--- config.mk ---
export PLATFORM = sky130hd
export DESIGN_NAME = ex_mem_elastic
export DESIGN_NICKNAME = d
export VERILOG_FILES = /design/src/rtl/pipe_pkg.sv /design/src/rtl/pipe_skid_reg.sv /design/src/rtl/ex_mem_elastic.sv
export SDC_FILE = /design/constraint.sdc
export NUM_CORES = 1
export LEC_CHECK = 0
export BUFFER_PORTS_ARGS = -buffer_cell sky130_fd_sc_hd__buf_2
export CAP_MARGIN = 20
export CORE_MARGIN = 4
export CORE_UTILIZATION = 58
export CTS_CLUSTER_DIAMETER = 150
export DETAILED_ROUTE_END_ITERATION = 10
export GPL_ROUTABILITY_DRIVEN = 0
export PLACE_DENSITY = 0.85
export SLEW_MARGIN = 30
export SYNTH_ARGS = -nofsm -noshare
export SYNTH_HDL_FRONTEND = slang
export SYNTH_SLANG_ARGS = --single-unit
--- constraint.sdc ---
create_clock -name clk -period 3.75 [get_ports clk]
set_input_delay 0.5625 -clock clk [delete_from_list [all_inputs] [get_ports clk]]
set_output_delay 0.5625 -clock clk [all_outputs]
set_load 0.005 [all_outputs]
--- src/rtl/pipe_pkg.sv ---
// Shared pipeline-boundary definitions: default widths, register-0 constant, EX/MEM payload layout.
// Latency: n/a (types and constants only).
// Backpressure: n/a.
package pipe_pkg;

  localparam int DEF_DATA_W = 32;
  localparam int DEF_ADDR_W = 5;

  // Architectural register that never receives a write-back.
  localparam int ZERO_REG = 0;

  // EX/MEM payload at the default widths; wb sits in the MSB.
  typedef struct packed {
    logic                  wb;
    logic [DEF_DATA_W-1:0] alu_result;
    logic [DEF_ADDR_W-1:0] dst_addr;
  } ex_mem_t;

endpackage

--- src/rtl/pipe_skid_reg.sv ---
// Generic valid/ready register stage with a one-entry skid buffer and synchronous flush.
// Latency: 1 cycle from accept to out_valid when the stage is empty; 1 transfer per cycle sustained.
// Backpressure: in_ready is a flop (~skid_valid); out_ready has no combinational path to in_ready.
module pipe_skid_reg #(
  parameter int W = 8
) (
  input  logic         clk,
  input  logic         rst,
  input  logic         flush,
  input  logic         in_valid,
  output logic         in_ready,
  input  logic [W-1:0] in_data,
  output logic         out_valid,
  input  logic         out_ready,
  output logic [W-1:0] out_data
);

  logic         main_vld;
  logic [W-1:0] main_dat;
  logic         skid_vld;
  logic [W-1:0] skid_dat;
  logic         accept;
  logic         pop;

  assign accept    = in_valid & in_ready;
  assign pop       = main_vld & out_ready;
  // Skid empty means one more entry fits even if MEM stalls this cycle.
  assign in_ready  = ~skid_vld;
  assign out_valid = main_vld;
  assign out_data  = main_dat;

  // Main/skid update: reset over flush over handshake; main always holds the oldest entry.
  always_ff @(posedge clk) begin
    if (rst) begin
      main_vld <= 1'b0;
      main_dat <= '0;
      skid_vld <= 1'b0;
      skid_dat <= '0;
    end else if (flush) begin
      // Data fields keep stale values; only the valid bits matter.
      main_vld <= 1'b0;
      skid_vld <= 1'b0;
    end else if (!main_vld || pop) begin
      if (skid_vld) begin
        main_vld <= 1'b1;
        main_dat <= skid_dat;
        skid_vld <= accept;
        if (accept) begin
          skid_dat <= in_data;
        end
      end else begin
        main_vld <= accept;
        if (accept) begin
          main_dat <= in_data;
        end
      end
    end else if (accept) begin
      // Main is stalled; park the new entry in the skid slot.
      skid_vld <= 1'b1;
      skid_dat <= in_data;
    end
  end

endmodule

--- src/rtl/ex_mem_elastic.sv ---
// EX/MEM boundary: packs wb/result/dest, suppresses write-back to register 0, gates wb_out with valid.
// Latency: 1 cycle into an empty stage; one instruction per cycle with out_ready held high.
// Backpressure: registered in_ready from a 1-entry skid; stalls on either side lose nothing.
module ex_mem_elastic
  import pipe_pkg::*;
#(
  parameter int DATA_W        = DEF_DATA_W,
  parameter int ADDR_W        = DEF_ADDR_W,
  parameter int ZERO_REG_NOWB = 1
) (
  input  logic              clk,
  input  logic              rst,
  input  logic              flush,
  input  logic              in_valid,
  output logic              in_ready,
  input  logic              wb_in,
  input  logic [DATA_W-1:0] ALU_result_in,
  input  logic [ADDR_W-1:0] dst_addr_in,
  output logic              out_valid,
  input  logic              out_ready,
  output logic              wb_out,
  output logic [DATA_W-1:0] ALU_result_out,
  output logic [ADDR_W-1:0] dst_addr_out
);

  // Same layout as ex_mem_t, sized by this instance's parameters.
  typedef struct packed {
    logic              wb;
    logic [DATA_W-1:0] alu_result;
    logic [ADDR_W-1:0] dst_addr;
  } entry_t;

  localparam int                ENTRY_W   = $bits(entry_t);
  localparam logic [ADDR_W-1:0] ZERO_ADDR = ADDR_W'(ZERO_REG);

  entry_t in_entry;
  entry_t head;

  // Build the stored payload; register-0 writes are neutralised here so MEM never sees them.
  always_comb begin
    in_entry            = '0;
    in_entry.alu_result = ALU_result_in;
    in_entry.dst_addr   = dst_addr_in;
    if (ZERO_REG_NOWB != 0) begin
      in_entry.wb = wb_in & (dst_addr_in != ZERO_ADDR);
    end else begin
      in_entry.wb = wb_in;
    end
  end

  pipe_skid_reg #(
    .W (ENTRY_W)
  ) u_skid (
    .clk       (clk),
    .rst       (rst),
    .flush     (flush),
    .in_valid  (in_valid),
    .in_ready  (in_ready),
    .in_data   (in_entry),
    .out_valid (out_valid),
    .out_ready (out_ready),
    .out_data  (head)
  );

  // Stale data after a flush must never trigger a write, so wb is qualified by valid.
  assign wb_out         = head.wb & out_valid;
  assign ALU_result_out = head.alu_result;
  assign dst_addr_out   = head.dst_addr;

endmodule

==> impl_metrics.toml <==
[run_status]
status = "finished, final reports clean"

[critical_path]
r2r_slack_ps = 1730
crit_slowest_cell = "buf_4"
slowest_delay_ps = 720
startpoint_type = "register"
path_class = "reg -> out"
arrival_ps = 1750
reg2reg_from = "u_skid.out_valid$_SDFFE_PP0N_"
cp.required_ps = 3190
path_buf_inv = 3
crit_chain = "buf_4, inv_1, buf_2"
cp-end-kind = "output port"
cp_max_fo = 78
r2r_end = "u_skid.out_data[37]$_SDFFE_PP0P_"
critPathLaunch = "u_skid.skid_vld$_SDFFE_PP0P_"
reg2regPathDepth = 3
crit_family = "buffers and inverters"

[sta]
fin_crit_ps = 2310
drv_slew = 0
timing.slew.headroom_pct = 35.5
worstMarginPinSlew_ps = 968
setup_viol = 0
min_period_over_period_pct = 61.6
final.setup.tns_ps = 0
final.setup_skew_ps = 9.83
fmax_mhz = 433
hold_viol = 0
rsz0062_at_grt = "false"

[synth]
synth_cells = 403
synthesis.area_um2 = 3740
synth_top_area_cell = "dfxtp_1"
synth.distinct_cells = 30
syn_nets = 446
postSynthAreaPerCell_um2 = 9.28
yosys-top-cells-area = "dfxtp_1, mux2i_1, buf_4"
ys_warn_count = 0
synth_seq_cells = 78
synth_seq_area_share_pct = 41.8
yosysTopAreaCellShare_pct = 41.8

[global_routing]
grt_first_pass_wirelength_um = 14000
grt_max_degree = 79
grt_use_total_pct = 22.8
met2_usage_pct = 37.1
use_met1_pct = 30.0
grt_remaining_overflow = 0
gr-max-usage-layer = "met2"
met3_usage_pct = 5.12
grt_pass1_vias = 2897
antenna_found_initial = 0

[detailed_routing]
wl_per_cell_um = 17.7
drtAntennaViolNets = 0
via_per_inst = 6.25
drt-total-wl_um = 8810
drc = 0
drt_iter0_drc = 213
firstDrtPassIters = 6
dr_total_vias = 3119

[hold_path]
min_path_type = "in -> reg"
hold_end = "u_skid.skid_vld$_SDFFE_PP0P_"
hp-start = "flush"
min_path_cells = 2

[floorplanning]
fp.dieArea_um2 = 7800
core_region_area_um2 = 6100
boundaryPins = 83
die_x_um = 88.3
rows = 28
dieHeight_um = 88.3
start_util_pct = 61.4

[cells_and_area]
num_antenna_cells = 0
drive_gt1_share_pct = 30.4
fin_cells = 499
areaGrowthSynthToFinish_pct = 7.80
fillerInstances = 507
final_nets = 462

[cts]
worstSkewPairLatency_ps = 350
clk_transition_reported_paths_ps = 80
clockRootBuffer = "clkbuf_8"
numCtsBuffers = 9
cts_setup_buffers = 0
cts_resized = 0
cts_sinks = 78
cts_buffer_depth = 2
h-tree-depth = 3
cts_tree = "done"
hold_buffers = 0

[placed_design]
port_buffers = 82
place_inst = 483
place_hpwl_um = 5320

[pwr]
power.leakage_nw = 1.42
peakVddDrop_mv = 0.302
cellPowerDensity_nw_per_um2 = 446

[flow_run]
drv_cap = 0
synthesized netlist by cell type:
| cell | count |
|---|---|
| a211oi_1 | 18 |
| a211oi_2 | 20 |
| a21oi_1 | 37 |
| a311oi_1 | 1 |
| a31oi_1 | 38 |
| and2_1 | 1 |
| and3_4 | 1 |
| and4bb_2 | 1 |
| buf_1 | 1 |
| buf_2 | 13 |
| buf_4 | 37 |
| buf_6 | 5 |
| clkbuf_1 | 26 |
| clkbuf_2 | 1 |
| clkbuf_4 | 1 |
| dfxtp_1 | 78 |
| inv_1 | 2 |
| mux2i_1 | 37 |
| nand2_1 | 1 |
| nand2b_1 | 2 |
| nand3_1 | 37 |
| nand4bb_1 | 1 |
| nor2_1 | 1 |
| nor4_1 | 1 |
| o211ai_1 | 1 |
| o21ai_0 | 35 |
| o21ai_1 | 3 |
| o22ai_1 | 1 |
| or2_1 | 1 |
| or4_1 | 1 |
cells in the final DEF, fill, tap and decap left out, types with 2 or more instances in the layout:
cell type | Yosys | final
buf_2 | 13 | 82
clkinv_4 | 0 | 2
clkbuf_8 | 0 | 9
mux2i_1 | 37 | 37
a211oi_2 | 20 | 20
a21oi_1 | 37 | 37
clkinvlp_4 | 0 | 2
nand3_1 | 37 | 37
a31oi_1 | 38 | 38
o21ai_1 | 3 | 3
buf_4 | 37 | 7
o21ai_0 | 35 | 35
bufinv_16 | 0 | 2
inv_1 | 2 | 2
dfxtp_1 | 78 | 77
a211oi_1 | 18 | 18
per-stage QoR:
step	utilization [%]	hold slack [ps]	cell area [um2]	total power, mW	worst slack (ps)
global placement	62.2	459	3790	1.08	1460
CTS	66.1	419	4030	1.81	1450
finish	66.1	431	4030	1.80	1440
floorplan	-	454	3740	1.04	2250
global route	66.1	434	4030	1.87	1330
detailed placement	62.2	466	3790	1.08	1440
logic make-up after synthesis:
kind of cell / Yosys count / share of synthesized area (%)
AND/OR/NAND/NOR: 48 / 7.13
multiplexers: 37 / 9.90
buffers and inverters: 86 / 13.9
AO/OA/AOI/OAI: 154 / 27.3
flip-flops: 78 / 41.8
power breakdown:
group | switching [mW] | internal, mW | leakage [nW]
Sequential | 0.0178 | 0.859 | 0.637
Clock | 0.316 | 0.417 | 0.114
Combinational | 0.108 | 0.0801 | 0.670
state kept, by name (all words and copies together) (netlist names):
register          count
u_skid.skid_dat      38
u_skid.out_valid      1
u_skid.skid_vld       1
u_skid.out_data      38
metal layers:
metal	vias up	routed length, um
li1	1485	-
met1	1511	3730
met2	114	4350
met3	9	632
met4	0	98
met5	-	0
worst register-to-register path: cells and delay by family (launching register included):
kind / cells / cell delay [ps]
AOI/OAI and AO/OA: 1 / 170
and+or+nand+nor: 2 / 1330
DFF: 1 / 380
worst max-delay path by stage:
stage,end,cells after the start
final,in_ready,3
after global routing,in_ready,3
after floorplan,u_skid.out_data[10]$_SDFFE_PP0P_,5
after detailed placement,u_skid.out_data[37]$_SDFFE_PP0P_,4
after global placement,u_skid.out_data[37]$_SDFFE_PP0P_,4
after CTS,in_ready,3
cell type report:
| class | count | area, um2 | share of cell area, % |
|---|---|---|---|
| multi-input cells | 239 | 1660 | 41.2 |
| flip-flops and latches | 78 | 1570 | 38.8 |
| clock inverters | 6 | 92.6 | 2.30 |
| repair buffers | 89 | 463 | 11.5 |
| clock buffers | 10 | 149 | 3.69 |
| well taps | 75 | 93.8 | 2.33 |
| inverters | 2 | 7.51 | 0.186 |
No activity file was read; power rests on OpenSTA's default activity.
